File: src/rtl/syn_harness_ser.sv
// -----------------------------------------------------------------------------
// syn_harness_ser
// Parallel-to-serial harness stage. Accepts a WIDTH-bit word over a
// valid/ready handshake and emits it one bit per clock on a single pin,
// framed by first/last markers, optionally followed by an even-parity bit.
// Keeps wide results observable through one I/O.
//
// Ports:
//   clk         clock, rising edge
//   rst_n       asynchronous active-low reset
//   word_in     parallel word to serialize (sampled only on a transfer)
//   word_valid  word_in is valid
//   word_ready  block can accept a word this cycle (combinational)
//   bit_out     serial data bit (registered)
//   bit_valid   bit_out carries a frame bit (registered)
//   bit_first   first beat of a frame (registered)
//   bit_last    last beat of a frame (registered)
//
// State | Meaning
// ------+---------------------------------------------
// IDLE  | no frame in progress, outputs held at 0
// DATA  | data beats being sent, cnt_q = beat index
// PAR   | parity beat being sent (only if PARITY_EN=1)
// -----------------------------------------------------------------------------
module syn_harness_ser #(
    parameter int WIDTH     = 8,
    parameter bit MSB_FIRST = 1'b1,
    parameter bit PARITY_EN = 1'b1
) (
    input  logic             clk,
    input  logic             rst_n,
    input  logic [WIDTH-1:0] word_in,
    input  logic             word_valid,
    output logic             word_ready,
    output logic             bit_out,
    output logic             bit_valid,
    output logic             bit_first,
    output logic             bit_last
);

    localparam int FRAME_LEN = WIDTH + (PARITY_EN ? 1 : 0);
    localparam int CW        = (FRAME_LEN > 1) ? $clog2(FRAME_LEN) : 1;
    localparam logic [CW-1:0] CNT_LAST_DATA = CW'(WIDTH - 1);
    localparam logic [CW-1:0] CNT_LAST      = CW'(FRAME_LEN - 1);

    typedef enum logic [1:0] {
        IDLE = 2'd0,
        DATA = 2'd1,
        PAR  = 2'd2
    } state_e;

    state_e           state_q, state_d;
    logic [CW-1:0]    cnt_q, cnt_d;
    logic [WIDTH-1:0] shift_q, shift_d;
    logic             par_q, par_d;
    logic             bit_out_q, bit_out_d;
    logic             bit_valid_q, bit_valid_d;
    logic             bit_first_q, bit_first_d;
    logic             bit_last_q, bit_last_d;
    logic             alive_q;
    logic             xfer;
    logic             frame_end;

    // Bit of the shift register that goes on the wire next.
    function automatic logic head(input logic [WIDTH-1:0] x);
        return MSB_FIRST ? x[WIDTH-1] : x[0];
    endfunction

    // alive_q keeps word_ready low while in reset and until the first edge.
    assign word_ready = alive_q && ((state_q == IDLE) || (bit_valid_q && bit_last_q));
    assign xfer       = word_valid && word_ready;

    always_comb begin
        state_d     = state_q;
        cnt_d       = cnt_q;
        shift_d     = shift_q;
        par_d       = par_q;
        bit_out_d   = 1'b0;
        bit_valid_d = 1'b0;
        bit_first_d = 1'b0;
        bit_last_d  = 1'b0;
        frame_end   = 1'b0;

        case (state_q)
            IDLE: ;
            DATA: begin
                if (cnt_q != CNT_LAST_DATA) begin
                    cnt_d       = cnt_q + 1'b1;
                    shift_d     = MSB_FIRST ? (shift_q << 1) : (shift_q >> 1);
                    bit_out_d   = head(shift_d);
                    bit_valid_d = 1'b1;
                    bit_last_d  = (cnt_d == CNT_LAST);
                end else if (PARITY_EN) begin
                    state_d     = PAR;
                    cnt_d       = cnt_q + 1'b1;
                    bit_out_d   = par_q;
                    bit_valid_d = 1'b1;
                    bit_last_d  = 1'b1;
                end else begin
                    frame_end = 1'b1;
                end
            end
            PAR:     frame_end = 1'b1;
            default: state_d = IDLE;
        endcase

        if (frame_end) begin
            state_d = IDLE;
            cnt_d   = '0;
        end

        // A transfer can only happen in IDLE or on the last beat, so it
        // always overrides the frame-end return to IDLE.
        if (xfer) begin
            state_d     = DATA;
            cnt_d       = '0;
            shift_d     = word_in;
            par_d       = ^word_in;
            bit_out_d   = head(word_in);
            bit_valid_d = 1'b1;
            bit_first_d = 1'b1;
            bit_last_d  = (FRAME_LEN == 1);
        end
    end

    always_ff @(posedge clk or negedge rst_n) begin
        if (!rst_n) begin
            state_q     <= IDLE;
            cnt_q       <= '0;
            shift_q     <= '0;
            par_q       <= 1'b0;
            bit_out_q   <= 1'b0;
            bit_valid_q <= 1'b0;
            bit_first_q <= 1'b0;
            bit_last_q  <= 1'b0;
            alive_q     <= 1'b0;
        end else begin
            state_q     <= state_d;
            cnt_q       <= cnt_d;
            shift_q     <= shift_d;
            par_q       <= par_d;
            bit_out_q   <= bit_out_d;
            bit_valid_q <= bit_valid_d;
            bit_first_q <= bit_first_d;
            bit_last_q  <= bit_last_d;
            alive_q     <= 1'b1;
        end
    end

    assign bit_out   = bit_out_q;
    assign bit_valid = bit_valid_q;
    assign bit_first = bit_first_q;
    assign bit_last  = bit_last_q;

endmodule

File: config.mk
export PLATFORM = sky130hd
export DESIGN_NAME = syn_harness_ser
export DESIGN_NICKNAME = d
export VERILOG_FILES = /design/src/rtl/syn_harness_ser.sv
export SDC_FILE = /design/constraint.sdc
export NUM_CORES = 1
export LEC_CHECK = 0
export ABC_AREA = 1
export CELL_PAD_IN_SITES_DETAIL_PLACEMENT = 1
export CELL_PAD_IN_SITES_GLOBAL_PLACEMENT = 2
export CORE_MARGIN = 2
export CORE_UTILIZATION = 30
export CTS_CLUSTER_SIZE = 24
export DETAILED_ROUTE_END_ITERATION = 10
export PLACE_DENSITY = 0.83
export SYNTH_ARGS = -nofsm -noshare
export SYNTH_HDL_FRONTEND = slang
export SYNTH_SLANG_ARGS = --single-unit
File: constraint.sdc
create_clock -name clk -period 1.4 [get_ports clk]
set_input_delay 0.28 -clock clk [delete_from_list [all_inputs] [get_ports clk]]
set_output_delay 0.28 -clock clk [all_outputs]
set_load 0.005 [all_outputs]
==> qor.yml <==
clock_network:
  htreeDepth: 1
  cts_root_buffer: "clkbuf_4"
  cts.sinks: 19
  clock_path_buffers: 2
  clkTransAtPathRegs_ns: 0.11
  cts_tree: "built"
  numCtsBuffers: 3
  clkLatencyLatePin_ns: 0.29
floorplanning:
  ios: 16
  start_util_pct: 31.0
  core_area_um2: 3310
  die_h_um: 62.5
  die-width_um: 62.5
  rows: 21
  dieArea_um2: 3900
pwr:
  clock_power_share_pct: 11.4
  ir_drop_v: 0.000490
  leakagePower_nw: 0.735
  p_per_area_nw_per_um2: 1760
  pwr-share-comb_pct: 52.4
  p_seq_share_pct: 36.2
  p_sw_w: 0.000980
  p_sw_share_pct: 39.1
  p_total_w: 0.00251
  p_int_w: 0.00153
yosys:
  synth.yosys.warnings: 0
  seq_area_frac_synth_pct: 46.3
  syn_inst: 133
  ys_seq_elements: 19
  synth_cell_types: 23
  syn-num-nets: 145
  syn_area_um2: 1030
  synth_area_per_cell_um2: 7.71
sta:
  hold_violations: 0
  finalCritPeriodShare_pct: 97.6
  fmax_mhz: 732
  clock_skew_ns: 0.00148
  setup_viol: 0
  rsz0062_at_grt: "true"
  fin_crit_ns: 1.37
  fin_tns_setup_ns: 0
  drv_slew: 0
setup_path:
  endpoint_kind: "primary output"
  cpPeakStageDelay_ns: 0.41
  cp.arrival_ns: 1.09
  reg2reg_slack_ns: 0.06
  r2r_start: "cnt_q[1]$_DFFE_PN0P_"
  rr_worst_depth: 7
  critPathKind: "flip-flop to primary output"
  cp.required_ns: 1.12
  crit_path_top_delay_cell: "dfrtp_1"
  crit_path_max_fanout: 2
  startpoint: "state_q[1]$_DFFE_PN0P_"
  path_cells: "o21ai_2 > nand2_1 > inv_1 > buf_2"
  rr_endpoint: "shift_q[6]$_DFFE_PN0P_"
  start_kind: "flip-flop"
placed_design:
  io_buffers: 15
  hpwl_mm: 1.85
  gp_congestion: 0.657
drt:
  via_per_inst: 4.36
  drt_first_pass_iters: 3
  wl_per_cell_um: 11.5
  wl_mm: 2.43
  vias: 920
  antenna_left: 0
  drc: 0
  first_iter_violations: 25
global_route:
  grt_overflow: 0
  grt_max_degree: 20
  track_usage_pct: 13.3
  gr-usage-met2_pct: 23.8
  grtUsageMet1_pct: 15.9
  grtUsageMet3_pct: 2.52
  grt_pass1_vias: 982
  antenna_found_initial: 0
  grt_pass1_wl_mm: 4.17
  grt-busiest-layer: "met2"
layout:
  nFillCells: 424
  area_growth_pct: 38.9
  layout-drive-gt1-share_pct: 20.0
  final_nets: 178
  finish.utilization_pct: 43.0
  antennaDiodeCount: 0
job:
  max_cap_violations: 0
worst_hold_path:
  worst_hold_path_type: "input port to async pin"
outcome:
  status: "finished clean"
[per-stage QoR]
stage | cells | setup WS [ns] | area (um2) | hold slack, ns
2_1_floorplan | 133 | 0.121 | 1030 | -0.0156
3_3_place_gp | 205 | -0.0223 | 1340 | 0.478
3_5_place_dp | 205 | -0.0798 | 1340 | 0.496
4_1_cts | 210 | 0.00262 | 1380 | 0.318
5_1_grt | 211 | -0.0608 | 1430 | 0.327
6_report | 211 | 0.0332 | 1430 | 0.307
[worst max-delay path, delay by kind of cell (launching register included)]
kind	cells	cell delay, ns
AO/OA/AOI/OAI	1	0.16
buffers and inverters	2	0.15
flip-flops	1	0.41
AND/OR/NAND/NOR	1	0.07
[area by class of cell]
type                            count  area (um2)  share of cell area, %
Sequential cell                    19         475                   33.4
Multi-Input combinational cell     92         492                   34.5
Timing Repair Buffer               30         299                   21.0
Tap cell                           46        57.6                   4.04
Clock buffer                        4        26.3                   1.84
Inverter                           20        75.1                   5.27
[cell usage in the layout (no fill, tap or decap), types with 2 or more instances in the layout]
cell and n:
clkdlybuf4s50_1 10, clkbuf_4 3, nor2_2 3, dlygate4sd2_1 4, nand2_1 39, nor2_1 18, o22ai_1 2, dfrtp_1 19
nand3b_1 5, o21ai_1 7, nand2_4 2, buf_12 2, inv_2 2, buf_4 11, nor2_4 2, nand3_1 2
xnor2_1 2, o21ai_0 2, inv_1 18
[repair_timing]
item | 4_1_cts | 5_1_grt
buffers inserted | 1 | 1
setup endpoints to repair | 12 | 12
gates cloned | 0 | 1
pin swaps | 2 | 11
resized for setup | 12 | 10
hold buffers | 0 | 0
[cell usage after synthesis]
cell / instances / area (um2)
nor2_4: 2 / 22.5
a21oi_1: 1 / 5.00
nand3_2: 2 / 20.0
inv_1: 18 / 67.6
o21ai_1: 1 / 5.00
nand2_1: 40 / 150
o21ai_2: 1 / 8.76
nor2_2: 1 / 6.26
o21ai_4: 1 / 16.3
inv_2: 2 / 7.51
ha_1: 1 / 12.5
buf_6: 1 / 11.3
o21ai_0: 8 / 40.0
buf_2: 1 / 5.00
conb_1: 1 / 3.75
nand3_1: 2 / 10.0
nand2_4: 1 / 11.3
dfrtp_1: 19 / 475
o22ai_1: 2 / 12.5
nand3b_1: 5 / 37.5
nor2_1: 20 / 75.1
nor3_1: 1 / 5.00
xnor2_1: 2 / 17.5
[kinds of logic after synthesis]
family,share of synthesized area (%)
compound gates,8.54
xor+xnor,1.71
fa+ha+maj,1.22
buf+inv,8.90
flops,46.3
other cells,0.366
simple gates,32.9
[state kept, by name (all words and copies together) (netlist names)]
register   cells
alive_q        1
bit_first      1
bit_last       1
bit_out        1
bit_valid      1
cnt_q          4
par_q          1
shift_q        7
state_q        2
[metal layers]
| layer | routed length [um] | part of all wire, % |
|---|---|---|
| met5 | 0 | 0 |
| met4 | 34 | 1.4 |
| met3 | 73 | 3.0 |
| met2 | 1230 | 50 |
| met1 | 1100 | 45 |
[how the worst max path moves through the flow]
stage	slack (ns)	end
floorplan	0.12	shift_q[1]$_DFFE_PN0P_
global placement	-0.02	par_q$_DFFE_PN0N_
detailed placement	-0.08	par_q$_DFFE_PN0N_
CTS	0.003	cnt_q[3]$_DFFE_PN0P_
global route	-0.06	word_ready
finish	0.03	word_ready
[power by group through the flow]
stage	logic (W)	registers, W	clock network (W)
floorplan	0.000723	0.000878	0
detailed placement	0.00123	0.000896	0
global route	0.00148	0.000936	0.000326
finish	0.00131	0.000907	0.000285
CTS	0.00124	0.000886	0.000291
global placement	0.00120	0.000881	0
Note: power is estimated with default switching activity, not from simulation.
